File: config.mk
export PLATFORM = sky130hd
export DESIGN_NAME = vx_fetch_sched_flat
export DESIGN_NICKNAME = d
export VERILOG_FILES = /design/src/rtl/vx_fetch_sched_pkg.sv /design/src/rtl/vx_fetch_sched_if.sv /design/src/rtl/vx_fetch_sched_warp_scheduler.sv /design/src/rtl/vx_fetch_sched.sv /design/src/flat_wrapper.sv
export SDC_FILE = /design/constraint.sdc
export NUM_CORES = 1
export LEC_CHECK = 0
export CAP_MARGIN = 30
export CORE_MARGIN = 3
export CORE_UTILIZATION = 25
export CTS_CLUSTER_SIZE = 28
export DETAILED_ROUTE_END_ITERATION = 12
export PLACE_DENSITY = 0.54
export REMOVE_ABC_BUFFERS = 1
export SLEW_MARGIN = 10
export SYNTH_ARGS = -nofsm -noshare
export SYNTH_HDL_FRONTEND = slang
export SYNTH_HIERARCHICAL = 1
export SYNTH_SLANG_ARGS = --single-unit
File: constraint.sdc
create_clock -name clk -period 8.93 [get_ports clk]
set_clock_uncertainty 0.2 [all_clocks]
set_input_delay 0.893 -clock clk [delete_from_list [all_inputs] [get_ports clk]]
set_output_delay 0.893 -clock clk [all_outputs]
set_load 0.02 [all_outputs]
File: src/rtl/vx_fetch_sched_pkg.sv
// Shared constants for the fetch scheduler: reset PC and the RISC-V
// control-transfer opcodes that park a warp until execute resolves them.
package vx_fetch_sched_pkg;

    localparam logic [31:0] START_PC_DEFAULT = 32'h8000_0000;

    localparam logic [6:0] OPC_BRANCH = 7'b1100011;
    localparam logic [6:0] OPC_JAL    = 7'b1101111;
    localparam logic [6:0] OPC_JALR   = 7'b1100111;

    typedef enum logic [1:0] {
        CF_NONE   = 2'd0,
        CF_BRANCH = 2'd1,
        CF_JAL    = 2'd2,
        CF_JALR   = 2'd3
    } cf_kind_e;

    function automatic cf_kind_e cf_kind(input logic [31:0] instr);
        cf_kind_e k;
        k = CF_NONE;
        case (instr[6:0])
            OPC_BRANCH: k = CF_BRANCH;
            OPC_JAL:    k = CF_JAL;
            OPC_JALR:   k = CF_JALR;
            default:    k = CF_NONE;
        endcase
        return k;
    endfunction

endpackage

File: src/rtl/vx_fetch_sched_if.sv
// Fetch-stage bundle: I-cache request/response, fetch/decode outputs and the
// execute feedback (branch resolution, spawn, thread-mask change).
interface vx_fetch_sched_if #(
    parameter int NUM_WARPS   = 4,
    parameter int NUM_THREADS = 4
);
    localparam int WW = (NUM_WARPS > 1) ? $clog2(NUM_WARPS) : 1;

    logic                   in_fwd_stall;
    logic                   in_freeze;
    logic                   in_clone_stall;
    logic [31:0]            icache_response_instruction;
    logic                   in_branch_valid;
    logic                   in_branch_taken;
    logic [31:0]            in_branch_dest;
    logic [WW-1:0]          in_branch_warp_num;
    logic                   in_wspawn;
    logic [31:0]            in_wspawn_pc;
    logic                   in_change_mask;
    logic [WW-1:0]          in_tmc_warp;
    logic [NUM_THREADS-1:0] in_thread_mask;

    logic [31:0]            icache_request_pc_address;
    logic [31:0]            out_instruction;
    logic [31:0]            out_curr_PC;
    logic [NUM_THREADS-1:0] out_valid;
    logic [WW-1:0]          out_warp_num;
    logic                   out_all_done;

    // Outputs are combinational and always meaningful; out_valid == 0 marks a
    // bubble. Downstream registers the bundle unless it raises a stall.
    modport master (
        input  in_fwd_stall, in_freeze, in_clone_stall, icache_response_instruction,
        input  in_branch_valid, in_branch_taken, in_branch_dest, in_branch_warp_num,
        input  in_wspawn, in_wspawn_pc, in_change_mask, in_tmc_warp, in_thread_mask,
        output icache_request_pc_address, out_instruction, out_curr_PC,
        output out_valid, out_warp_num, out_all_done
    );

    modport slave (
        output in_fwd_stall, in_freeze, in_clone_stall, icache_response_instruction,
        output in_branch_valid, in_branch_taken, in_branch_dest, in_branch_warp_num,
        output in_wspawn, in_wspawn_pc, in_change_mask, in_tmc_warp, in_thread_mask,
        input  icache_request_pc_address, out_instruction, out_curr_PC,
        input  out_valid, out_warp_num, out_all_done
    );

endinterface

File: src/rtl/vx_fetch_sched_warp_scheduler.sv
// Round-robin pick: first eligible warp scanning from rr_ptr upward, wrapping.
// With nothing eligible, sel_o falls back to rr_ptr and found_o is low.
module vx_fetch_sched_warp_scheduler #(
    parameter int NUM_WARPS = 4,
    parameter int WW        = 2
) (
    input  logic [NUM_WARPS-1:0] eligible_i,
    input  logic [WW-1:0]        rr_ptr_i,
    output logic [WW-1:0]        sel_o,
    output logic                 found_o
);

    logic [WW-1:0] idx;

    // NUM_WARPS is a power of two, so the WW-bit sum wraps modulo NUM_WARPS.
    always_comb begin
        sel_o   = rr_ptr_i;
        found_o = 1'b0;
        idx     = '0;
        for (int i = 0; i < NUM_WARPS; i++) begin
            idx = rr_ptr_i + WW'(i);
            if (!found_o && eligible_i[idx]) begin
                found_o = 1'b1;
                sel_o   = idx;
            end
        end
    end

endmodule

File: src/rtl/vx_fetch_sched.sv
// Per-warp fetch state (PC, active, thread mask, branch block) with a
// round-robin pick feeding the I-cache and the fetch/decode register.
module vx_fetch_sched
    import vx_fetch_sched_pkg::*;
#(
    parameter logic [31:0] START_PC    = START_PC_DEFAULT,
    parameter int          NUM_WARPS   = 4,
    parameter int          NUM_THREADS = 4
) (
    input logic              clk,
    input logic              reset,
    vx_fetch_sched_if.master fs
);

    localparam int WW = (NUM_WARPS > 1) ? $clog2(NUM_WARPS) : 1;

    logic [31:0]            pc_q     [NUM_WARPS];
    logic [31:0]            pc_d     [NUM_WARPS];
    logic [NUM_THREADS-1:0] mask_q   [NUM_WARPS];
    logic [NUM_THREADS-1:0] mask_d   [NUM_WARPS];
    logic [NUM_WARPS-1:0]   active_q, active_d;
    logic [NUM_WARPS-1:0]   blocked_q, blocked_d;
    logic [WW-1:0]          rr_q, rr_d;

    logic [NUM_WARPS-1:0]   eligible;
    logic [WW-1:0]          sel;
    logic                   found;
    logic                   stall;
    logic                   fire;

    assign eligible = active_q & ~blocked_q;
    assign stall    = fs.in_fwd_stall | fs.in_freeze | fs.in_clone_stall;
    assign fire     = found & ~stall;

    vx_fetch_sched_warp_scheduler #(
        .NUM_WARPS (NUM_WARPS),
        .WW        (WW)
    ) u_sched (
        .eligible_i (eligible),
        .rr_ptr_i   (rr_q),
        .sel_o      (sel),
        .found_o    (found)
    );

    assign fs.icache_request_pc_address = pc_q[sel];
    assign fs.out_curr_PC               = pc_q[sel];
    assign fs.out_instruction           = fs.icache_response_instruction;
    assign fs.out_valid                 = found ? mask_q[sel] : '0;
    assign fs.out_warp_num              = sel;
    assign fs.out_all_done              = ~|active_q;

    // Later updates override earlier ones: fire, then branch redirect, then
    // spawn, then mask change (which wins on mask/active over spawn).
    always_comb begin
        pc_d      = pc_q;
        mask_d    = mask_q;
        active_d  = active_q;
        blocked_d = blocked_q;
        rr_d      = rr_q;

        if (fire) begin
            pc_d[sel] = pc_q[sel] + 32'd4;
            rr_d      = sel + WW'(1);
            if (cf_kind(fs.icache_response_instruction) != CF_NONE) begin
                blocked_d[sel] = 1'b1;
            end
        end

        // A resolution aimed at an unblocked warp leaves any fresh block alone.
        if (fs.in_branch_valid) begin
            if (blocked_q[fs.in_branch_warp_num]) begin
                blocked_d[fs.in_branch_warp_num] = 1'b0;
            end
            if (fs.in_branch_taken) begin
                pc_d[fs.in_branch_warp_num] = fs.in_branch_dest;
            end
        end

        if (fs.in_wspawn) begin
            for (int w = 1; w < NUM_WARPS; w++) begin
                active_d[w]  = 1'b1;
                pc_d[w]      = fs.in_wspawn_pc;
                mask_d[w]    = NUM_THREADS'(1);
                blocked_d[w] = 1'b0;
            end
        end

        if (fs.in_change_mask) begin
            mask_d[fs.in_tmc_warp]   = fs.in_thread_mask;
            active_d[fs.in_tmc_warp] = |fs.in_thread_mask;
        end
    end

    always_ff @(posedge clk or posedge reset) begin
        if (reset) begin
            for (int w = 0; w < NUM_WARPS; w++) begin
                pc_q[w]   <= (w == 0) ? START_PC : 32'h0;
                mask_q[w] <= (w == 0) ? NUM_THREADS'(1) : '0;
            end
            active_q  <= NUM_WARPS'(1);
            blocked_q <= '0;
            rr_q      <= '0;
        end else begin
            for (int w = 0; w < NUM_WARPS; w++) begin
                pc_q[w]   <= pc_d[w];
                mask_q[w] <= mask_d[w];
            end
            active_q  <= active_d;
            blocked_q <= blocked_d;
            rr_q      <= rr_d;
        end
    end

endmodule

File: src/flat_wrapper.sv
// flat-port wrapper written by rule: the top's interface ports become plain ports
module vx_fetch_sched_flat import vx_fetch_sched_pkg::*;
#(
    parameter logic [31:0] START_PC    = START_PC_DEFAULT,
    parameter int          NUM_WARPS   = 4,
    parameter int          NUM_THREADS = 4
)
  (clk, reset, fs_in_fwd_stall, fs_in_freeze, fs_in_clone_stall, fs_icache_response_instruction, fs_in_branch_valid, fs_in_branch_taken, fs_in_branch_dest, fs_in_branch_warp_num, fs_in_wspawn, fs_in_wspawn_pc, fs_in_change_mask, fs_in_tmc_warp, fs_in_thread_mask, fs_icache_request_pc_address, fs_out_instruction, fs_out_curr_PC, fs_out_valid, fs_out_warp_num, fs_out_all_done);
  vx_fetch_sched_if #(.NUM_WARPS(NUM_WARPS), .NUM_THREADS(NUM_THREADS)) fs_i ();
  input logic clk;
  input logic reset;
  input wire logic [$bits(fs_i.in_fwd_stall)-1:0] fs_in_fwd_stall;
  input wire logic [$bits(fs_i.in_freeze)-1:0] fs_in_freeze;
  input wire logic [$bits(fs_i.in_clone_stall)-1:0] fs_in_clone_stall;
  input wire logic [$bits(fs_i.icache_response_instruction)-1:0] fs_icache_response_instruction;
  input wire logic [$bits(fs_i.in_branch_valid)-1:0] fs_in_branch_valid;
  input wire logic [$bits(fs_i.in_branch_taken)-1:0] fs_in_branch_taken;
  input wire logic [$bits(fs_i.in_branch_dest)-1:0] fs_in_branch_dest;
  input wire logic [$bits(fs_i.in_branch_warp_num)-1:0] fs_in_branch_warp_num;
  input wire logic [$bits(fs_i.in_wspawn)-1:0] fs_in_wspawn;
  input wire logic [$bits(fs_i.in_wspawn_pc)-1:0] fs_in_wspawn_pc;
  input wire logic [$bits(fs_i.in_change_mask)-1:0] fs_in_change_mask;
  input wire logic [$bits(fs_i.in_tmc_warp)-1:0] fs_in_tmc_warp;
  input wire logic [$bits(fs_i.in_thread_mask)-1:0] fs_in_thread_mask;
  output wire logic [$bits(fs_i.icache_request_pc_address)-1:0] fs_icache_request_pc_address;
  output wire logic [$bits(fs_i.out_instruction)-1:0] fs_out_instruction;
  output wire logic [$bits(fs_i.out_curr_PC)-1:0] fs_out_curr_PC;
  output wire logic [$bits(fs_i.out_valid)-1:0] fs_out_valid;
  output wire logic [$bits(fs_i.out_warp_num)-1:0] fs_out_warp_num;
  output wire logic [$bits(fs_i.out_all_done)-1:0] fs_out_all_done;
  assign fs_i.in_fwd_stall = fs_in_fwd_stall;
  assign fs_i.in_freeze = fs_in_freeze;
  assign fs_i.in_clone_stall = fs_in_clone_stall;
  assign fs_i.icache_response_instruction = fs_icache_response_instruction;
  assign fs_i.in_branch_valid = fs_in_branch_valid;
  assign fs_i.in_branch_taken = fs_in_branch_taken;
  assign fs_i.in_branch_dest = fs_in_branch_dest;
  assign fs_i.in_branch_warp_num = fs_in_branch_warp_num;
  assign fs_i.in_wspawn = fs_in_wspawn;
  assign fs_i.in_wspawn_pc = fs_in_wspawn_pc;
  assign fs_i.in_change_mask = fs_in_change_mask;
  assign fs_i.in_tmc_warp = fs_in_tmc_warp;
  assign fs_i.in_thread_mask = fs_in_thread_mask;
  assign fs_icache_request_pc_address = fs_i.icache_request_pc_address;
  assign fs_out_instruction = fs_i.out_instruction;
  assign fs_out_curr_PC = fs_i.out_curr_PC;
  assign fs_out_valid = fs_i.out_valid;
  assign fs_out_warp_num = fs_i.out_warp_num;
  assign fs_out_all_done = fs_i.out_all_done;
  vx_fetch_sched #(.START_PC(START_PC), .NUM_WARPS(NUM_WARPS), .NUM_THREADS(NUM_THREADS)) u_core (.clk(clk), .reset(reset), .fs(fs_i));
endmodule
==> results of run 1 <==
[critical path, cell delays in order (launching register included)]
cell and delay (ns):
dfrtp_1 0.39, nor2b_1 0.24, inv_1 0.08, a21o_1 0.19, a221oi_4 0.40, buf_4 0.68, mux4_2 0.74, clkdlybuf4s50_1 0.60
[cell type report]
type	count	area, um^2
clock buffers	18	439
repair buffers	180	1790
well taps	461	577
inverters	11	46.3
clock inverters	14	170
diodes	2	5.00
flip-flops and latches	154	3860
multi-input cells	655	4590
fillers	3717	24400
[cells by family (layout without fill, tap and decap cells)]
logic type,count (synthesis),in the layout,synth area share [%]
other,0,2,0
adders and majority gates,5,5,0.679
DFF,154,154,41.8
and+or+nand+nor,279,279,15.3
xor gates and xnor gates,17,17,1.62
AOI/OAI and AO/OA,309,309,22.1
buffers and inverters,137,223,8.59
muxes,45,45,9.85
[flip-flops by register name (all words and copies together), names as in the netlist]
register	count
u_core/mask_q	16
u_core/active_q	4
u_core/blocked_q	4
u_core/rr_q	2
u_core/pc_q	128
[cell usage in the layout, fill, tap and decap left out, drive strengths merged, types with 3 or more instances in the layout]
| cell type | netlist | final |
|---|---|---|
| a21boi | 8 | 8 |
| a21oi | 34 | 34 |
| a221oi | 49 | 49 |
| a22oi | 14 | 14 |
| and2 | 10 | 10 |
| and3 | 8 | 8 |
| and4 | 6 | 6 |
| buf | 73 | 16 |
| bufinv | 0 | 3 |
| clkbuf | 53 | 18 |
| clkdlybuf4s50 | 0 | 164 |
| clkinv | 1 | 6 |
| clkinvlp | 0 | 4 |
| dfrtp | 151 | 151 |
| dfstp | 3 | 3 |
| ha | 5 | 5 |
| inv | 10 | 12 |
| mux2 | 6 | 6 |
| mux2i | 3 | 3 |
| mux4 | 36 | 36 |
| nand2 | 91 | 91 |
| nand2b | 6 | 6 |
| nand3 | 27 | 27 |
| nand3b | 3 | 3 |
| nand4 | 10 | 10 |
| nor2 | 58 | 58 |
| nor2b | 5 | 5 |
| nor3 | 36 | 36 |
| nor4 | 7 | 7 |
| nor4b | 3 | 3 |
| o211ai | 8 | 8 |
| o21ai | 81 | 81 |
| o221ai | 9 | 9 |
| o22ai | 69 | 69 |
| o31a | 4 | 4 |
| o31ai | 24 | 24 |
| xnor2 | 11 | 11 |
| xor2 | 6 | 6 |
[worst min-delay path by stage]
stage / startpoint / endpoint / slack (ns) / cells past startpoint
finish: u_core/mask_q[11] / u_core/mask_q[11] / 0.31 / 2
global route: u_core/mask_q[11] / u_core/mask_q[11] / 0.33 / 2
CTS: u_core/mask_q[11] / u_core/mask_q[11] / 0.31 / 2
detailed placement: u_core/mask_q[11] / u_core/mask_q[11] / 0.30 / 2
global placement: u_core/pc_q[110] / u_core/pc_q[110] / 0.28 / 2
floorplan: u_core/blocked_q[0] / u_core/blocked_q[0] / 0.26 / 1
[metal layers]
| layer | part of all wire, % | track usage [%] | vias up | wire length (um) |
|---|---|---|---|---|
| met5 | 0 | 0 | - | 0 |
| met4 | 1.6 | 4.61 | 0 | 549 |
| met3 | 7.8 | 4.36 | 38 | 2650 |
| met2 | 48 | 27.5 | 382 | 16100 |
| met1 | 43 | 22.9 | 4176 | 14600 |
| li1 | - | - | 3715 | - |
[where the power goes]
part | total [W] | internal [W] | switching (W) | leakage, nW
Clock | 0.000762 | 0.000448 | 0.000314 | 0.289
Combinational | 0.00231 | 0.000978 | 0.00133 | 2.12
Sequential | 0.000931 | 0.000846 | 0.0000852 | 1.82
Total | 0.00400 | 0.00227 | 0.00173 | 4.24
[stage by stage]
stage	cells	hold WS (ns)	cell area, um^2
floorplan	820	0.258	8470
global placement	1458	0.284	10800
detailed placement	1459	0.297	10800
CTS	1491	0.313	11400
global route	1495	0.327	11500
finish	1495	0.310	11500
==> metrics, run 1 <==
TritonRoute pass-1 iters=5; Post-synth EDFFs=0; vias in the first global route=approximately 8600; post_cts resized=0; Initial DRC Count=between 800 and 900; GPL Wtd Cong=0.784; Reg clk slew, reported paths=0.06 ns; sequential fraction of the synthesis area=41.8%; Final setup viols=0; initial antenna violation count=2; Initial Util=roughly a quarter; Critical Path Source Type=flip-flop; post-CTS setup buffers=0; share of the synthesized area in the top cell type=about two fifths; period utilization=a little over half; cell area after synthesis=9220 um^2; Slew @ Worst Pin=0.976 ns; CP Class=reg2out; arrival time at the worst endpoint=roughly 3.8 ns; FF-to-FF End=u_core/pc_q[22]; worst-path maximum fanout=35; Die Wd=between 150 and 200 um; worst skew pair latency=~0.43 ns; first-pass GRT wire length=51300 um; post-route setup slack=between 4 and 5 ns; nets=1137; Post-CTS Hold Fix Bufs=0; Die Ht=slightly below 200 um; drt wl/cell=22.7 um; total wire length=around 34000 um; FFs w/ async S/R, synth=between 90% and 100%; count leader, synth=dfrtp_1; gr usage total=roughly 17%; Detail Route Antenna Nets=0; CTS buffer count=17; core footprint=35900 um^2; #FFs+latches synth=about 150; Hold Violations, Final=0; count of pins over their slew limit=0; Crit path required time=just under 8 ns; Core Rows=69; reg2reg start=u_core/blocked_q[3]; CTS tree=done; reg2reg path depth=11; Slew headroom=about a third; dpl ws=4.34 ns; max_cap viols=0; layout cells sized above 1=10.8%; Post-Syn Instances=roughly 950; RSZ-0062 raised after global routing=false; Synth warnings=6; top cells by count, synth=151 x dfrtp_1, 91 x nand2_1, 80 x o21ai_0; Ports=216; Crit. End Element=primary output; Pwr Density=between 300 and 400 nW/um^2; post-synth cell types=61; leakage power=between 4 and 5 nW; setup tns final=0 ns; Worst Setup EP=fs_out_curr_PC[20]; Fmax achieved=between 200 and 250 MHz; Die ar.=between 30000 and 40000 um^2; CP Launch Point=u_core/blocked_q[3]; Core Util, Final=between 30% and 40%; remaining routing DRC violations=0; Top FF cell, synth=dfrtp_1; total design power=roughly 0.004 W; leading area contributor after synthesis=dfrtp_1; CTS sink count=154; Detail Placement HPWL=22600 um; synth top area cells=dfrtp_1 41%, mux4_2 8.8%, buf_4 5.4%; fin crit period=between 4 and 5 ns; number of buffers added on ports=165; Syn Area/Cell=just under 10 um^2; largest net degree at the start of global routing=about 100; flop-to-flop setup slack=about 4.4 ns; H-tree depth=4; worst hold path type=reg2reg; Peak VDD IR=between 0.00015 and 0.0002 V; clk buf depth=2; Root Buffer=clkbuf_16; vias=a little over 8000; status=finished, final reports clean; Area Overhead vs Synth=24.5%; total global routing overflow=0; Avg Vias per Cell=5.56
No activity file was read; power rests on OpenSTA's default activity.
==> inputs of run 2 (changes only) <==
- PLACE_DENSITY: 0.54 -> 0.55
- clock period: 8.93 -> 3.95 ns (I/O delays scaled with it)
==> metrics, run 2 (synthesis results as in run 1) <==
CP Launch Point=u_core/active_q[2]; total wire length=34900 um (+3.0%); setup tns final=0 ns (unchanged); most used cell, CP=nor2b_1; worst-path maximum fanout=12 (-66%); Root Buffer=clkbuf_16; Area Overhead vs Synth=29.7%; most common cell after layout, fill and taps aside=dfrtp_1; initial antenna violation count=0 (-2); remaining routing DRC violations=0 (unchanged); Crit path required time=3.36 ns (-4.48 ns); Reg clk slew, reported paths=0.07 ns (about the same); TritonRoute pass-1 iters=5 (unchanged); Antenna Cells=0 (-2); worst skew pair latency=0.44 ns (about the same); Post-CTS Hold Fix Bufs=0 (unchanged); Initial DRC Count=734 (-17%); Fmax achieved=261 MHz; CTS sink count=154 (unchanged); gr usage total=17.6% (+0.57 points); CTS buffer count=17 (unchanged); fin crit period=3.83 ns; arrival time at the worst endpoint=3.23 ns (-0.55 ns); Die Wd=198 um (unchanged); Hold Violations, Final=0 (unchanged); worst-path cell chain=nor2b_1 -> nor2b_1 -> a21o_1 -> a221oi_4 -> buf_4 -> buf_16 -> mux4_2 -> clkdlybuf4s50_1; max reg flops=128 (unchanged); Ports=216 (unchanged); most flop-heavy register=u_core/pc_q; # fillers=3681 (-0.97%); first-pass GRT wire length=52800 um (+3.0%); total global routing overflow=0 (unchanged); Placed Cells=1503 (+3.0%); Avg Vias per Cell=5.52 (-0.73%); Die Ht=198 um (unchanged); core footprint=35900 um^2 (unchanged); H-tree depth=4 (unchanged); flop-to-flop setup slack=0.21 ns (-4.15 ns); Slew headroom=42.7% (+7.8 points); largest stage delay on the critical path=0.65 ns (-0.09 ns); layout cells sized above 1=15.2% (+4.4 points); Die ar.=39200 um^2 (unchanged); number of buffers added on ports=165 (unchanged); clk buf depth=2 (unchanged); Initial Util=25.7% (unchanged); Detail Route Antenna Nets=0 (unchanged); Peak VDD IR=0.000443 V (+160%); Critical-path top delay cell=mux4_2; FF+latch area=3860 um^2 (unchanged); Core Util, Final=33.3% (+1.3 points); CP Class=reg2out; vias in the first global route=8735 (+1.4%); largest net degree at the start of global routing=100 (+1.0%); CTS tree=done; vias=8504 (+2.3%); drt wl/cell=22.7 um (about the same); Critical Path Source Type=flip-flop; Detail Placement HPWL=24400 um (+8.0%); biggest regs=u_core/pc_q x128, u_core/mask_q x16; most frequent cells in the layout=151 x dfrtp_1, 132 x clkdlybuf4s50_1, 89 x nand2_1; worst hold path type=in2async; period utilization=96.9%; leakage power=4.78 nW (+13%); max_cap viols=0 (unchanged); count of pins over their slew limit=0 (unchanged); non-filler cells, final=1541 (+3.1%); Crit. End Element=primary output; Final setup viols=0 (unchanged); status=finished, final reports clean; nets=1185 (+4.2%); area of the multi-input gates=4630 um^2 (+0.84%); GPL Wtd Cong=0.840 (+7.1%); reg2reg start=u_core/active_q[0]; Core Rows=69 (unchanged); Pwr Density=785 nW/um^2 (+130%); total design power=0.00938 W (+130%); Slew @ Worst Pin=0.854 ns (-0.122 ns)
run 2: cell types whose count changed in the layout (fill, tap and decap cells not counted), moves of 3 or more:
cell	change
buf_4	+44
clkdlybuf4s50_1	-32
dlymetal6s2s_1	+32
clkinv_2	+3
nor2_1	+3
nor2_2	-3
run 2: area by class of cell:
| class | count | share of cell area (%) |
|---|---|---|
| multi-input cells | 655 | 38.7 |
| flip-flops and latches | 154 | 32.3 |
| repair buffers | 228 | 19.2 |
| well taps | 461 | 4.82 |
| clock buffers | 20 | 3.74 |
| clock inverters | 12 | 0.837 |
| inverters | 11 | 0.387 |
run 2: final timing paths:
| check | endpoint | cells after the start |
|---|---|---|
| setup / recovery | fs_icache_request_pc_address[25] | 8 |
| hold / removal | u_core/pc_q[99] | 2 |
| setup reg to reg | u_core/pc_q[93] | 13 |
| hold reg to reg | u_core/mask_q[2] | 2 |
| max in group asynchronous | u_core/pc_q[127] | 4 |
| min in group clk | u_core/blocked_q[2] | 2 |
run 2: repair_timing:
item,in CTS,in global routing
resized for setup,1,44
cloned,0,1
pin swaps,1,0
endpoints found under the hold margin,0,0
setup buffers,3,0
setup endpoints to repair,70,91
run 2: where the power goes:
group	internal, W	switching, W
combinational	0.00253	0.00317
sequential	0.00191	0.000199
clock	0.000878	0.000696
total	0.00532	0.00406
run 2: critical path: cells and delay by family, from the launching register on:
family / cells / cell delay, ns
flip-flops: 1 / 0.38
AO/OA/AOI/OAI: 2 / 0.44
buffers and inverters: 3 / 1.00
AND/OR/NAND/NOR: 2 / 0.32
multiplexers: 1 / 0.65
run 2: through the flow:
step           worst slack [ns]  cell area, um^2  hold slack, ns
2_1_floorplan             -2.48             8470           0.258
3_3_place_gp             0.0462            11200           0.285
3_5_place_dp            -0.0268            11200           0.296
4_1_cts                 0.00658            11800           0.278
5_1_grt                -0.00231            12000           0.220
6_report                  0.121            12000           0.191
run 2: per-layer routing:
layer / track usage, % / share of wire (%) / vias to the layer above
met4: 5.48 / 1.7 / 0
met5: 0 / 0 / -
met2: 27.2 / 47 / 453
met3: 4.41 / 8.2 / 34
li1: - / - / 3805
met1: 24.5 / 43 / 4212
==> inputs of run 3 (changes only) <==
- PLACE_DENSITY: 0.55 -> 0.54
- REMOVE_ABC_BUFFERS: 1 -> not set
- clock period: 3.95 -> 4.7 ns (I/O delays scaled with it)
==> metrics, run 3 (synthesis results as in run 1) <==
Peak VDD IR=0.000287 V (-35%); CP Class=reg2reg; Die ar.=39200 um^2 (unchanged); layout cells sized above 1=11.4% (-3.8 points); max_cap viols=0 (unchanged); CTS tree=done; worst-path maximum fanout=35 (+23); setup tns final=0 ns (unchanged); Root Buffer=clkbuf_16; most frequent cells in the layout=164 x clkdlybuf4s50_1, 151 x dfrtp_1, 90 x nand2_1; Critical Path Source Type=flip-flop; Clock Power Share=18.8% (+2.0 points); Antenna Cells=0 (unchanged); Die Ht=198 um (unchanged); count of pins over their slew limit=0 (unchanged); clk buf depth=2 (unchanged); most flop-heavy register=u_core/pc_q; Hold Violations, Final=0 (unchanged); largest net degree at the start of global routing=131 (+31%); FF+latch area=3860 um^2 (unchanged); Hold Slack=0.170 ns (-0.0210 ns); max reg flops=128 (unchanged); core footprint=35900 um^2 (unchanged); Detail Placement HPWL=23000 um (-5.8%); period utilization=approximately 87%; biggest regs=u_core/pc_q x128, u_core/mask_q x16; Slew headroom=32.7% (-10 points); worst-path cell chain=nor2b_1 -> inv_1 -> a21o_1 -> a221oi_4 -> buf_12 -> mux4_2 -> ha_1 -> and3_1 -> nand2_1 -> o41a_1 -> nor2_1 -> o22ai_1; nets=1148 (-3.1%); post_cts resized=0 (-1); Ports=216 (unchanged); status=finished, final reports clean; Avg Vias per Cell=5.62 (+1.9%); sw power=0.00334 W (-18%); Comb pwr share=58.4% (-2.3 points); post-CTS setup buffers=0 (-3); first-pass GRT wire length=51600 um (-2.3%); Fmax achieved=246 MHz; Post-Syn Nets=1064; most common cell after layout, fill and taps aside=clkdlybuf4s50_1; Crit path required time=4.78 ns (+1.42 ns); sequential power share=22.8% (+0.3 points); total global routing overflow=0 (unchanged); vias in the first global route=8412 (-3.7%); CTS sink count=154 (unchanged); RSZ-0062 raised after global routing=false; worst hold path type=in2reg; leakage power=4.28 nW (-10%); non-filler cells, final=1504 (-2.4%); TritonRoute pass-1 iters=7 (+2); Pwr Density=668 nW/um^2 (-15%); vias=8456 (-0.56%); Initial DRC Count=863 (+18%); Final setup viols=0 (unchanged); Reg clk slew, reported paths=0.06 ns (about the same); Core Rows=69 (unchanged); largest stage delay on the critical path=0.47 ns (-0.18 ns); Placed Cells=1471 (-2.1%); gr usage total=17.3% (-0.39 points); Detail Route Antenna Nets=0 (unchanged); H-tree depth=4 (unchanged); drt wl/cell=22.8 um (+0.54%); arrival time at the worst endpoint=4.15 ns (+0.92 ns); Initial Util=25.7% (unchanged); # fillers=3693 (+0.33%); Slew @ Worst Pin=1.01 ns (+0.155 ns); worst skew pair latency=0.44 ns (about the same); initial antenna violation count=0 (unchanged); GPL Wtd Cong=0.808 (-3.7%); Die Wd=198 um (unchanged); Crit. End Element=flip-flop; P_int=0.00440 W (-17%); Switching Fraction=43.2% (-0.13 points); Critical-path top delay cell=o41a_1; Area Overhead vs Synth=25.6%; number of buffers added on ports=165 (unchanged); total wire length=34300 um (-1.9%); fin crit period=about 4 ns; area of the multi-input gates=4590 um^2 (-0.89%); Post-CTS Hold Fix Bufs=0 (unchanged); CTS buffer count=17 (unchanged); remaining routing DRC violations=0 (unchanged)
-- run 3: worst max-delay path, delay by kind of cell (launching register included) --
kind            cells  cell delay (ns)
compound gates      4             1.09
fa+ha+maj           1             0.22
buf+inv             2             0.41
flops               1             0.40
mux                 1             0.41
simple gates        4             1.14
-- run 3: cell type report --
cell class | instances | area share (%)
Multi-Input combinational cell | 655 | 39.6
Inverter | 11 | 0.389
Clock inverter | 12 | 1.42
Tap cell | 461 | 4.98
Timing Repair Buffer | 191 | 16.4
Clock buffer | 20 | 3.86
Sequential cell | 154 | 33.3
-- run 3: metal layers --
| metal | up-vias | wire length, um | part of all wire (%) | track usage, % |
|---|---|---|---|---|
| met5 | - | 0 | 0 | 0 |
| met4 | 0 | 564 | 1.6 | 4.74 |
| met3 | 50 | 2850 | 8.3 | 3.39 |
| met2 | 442 | 15900 | 46 | 27.0 |
| met1 | 4233 | 15000 | 44 | 24.4 |
| li1 | 3731 | - | - | - |
-- run 3: metrics by stage --
| stage | setup WS (ns) | area (um^2) | total power [W] | utilization, % |
|---|---|---|---|---|
| 2_1_floorplan | 0.755 | 9220 | 0.00479 | - |
| 3_3_place_gp | 0.820 | 10900 | 0.00629 | 30.5 |
| 3_5_place_dp | 0.706 | 10900 | 0.00630 | 30.5 |
| 4_1_cts | 0.662 | 11600 | 0.00778 | 32.2 |
| 5_1_grt | 0.369 | 11600 | 0.00814 | 32.2 |
| 6_report | 0.631 | 11600 | 0.00774 | 32.2 |
-- run 3: final timing paths --
| kind | slack [ns] | from | depth (start not counted) | endpoint |
|---|---|---|---|---|
| setup / recovery | 0.63 | u_core/blocked_q[3] | 12 | u_core/pc_q[26] |
| hold / removal | 0.17 | fs_in_wspawn | 2 | u_core/blocked_q[2] |
| setup reg to reg | 0.63 | u_core/blocked_q[3] | 12 | u_core/pc_q[26] |
| hold reg to reg | 0.31 | u_core/pc_q[111] | 2 | u_core/pc_q[111] |
| max in group asynchronous | 2.91 | reset | 3 | u_core/pc_q[45] |
| min in group asynchronous | 0.25 | reset | 2 | u_core/mask_q[13] |
-- run 3: power by group through the flow --
stage               sequential (W)  combinational, W  clock [W]
floorplan                  0.00173           0.00306          0
global placement           0.00178           0.00451          0
detailed placement         0.00178           0.00453          0
CTS                        0.00176           0.00454    0.00148
global route               0.00179           0.00481    0.00153
finish                     0.00177           0.00452    0.00145
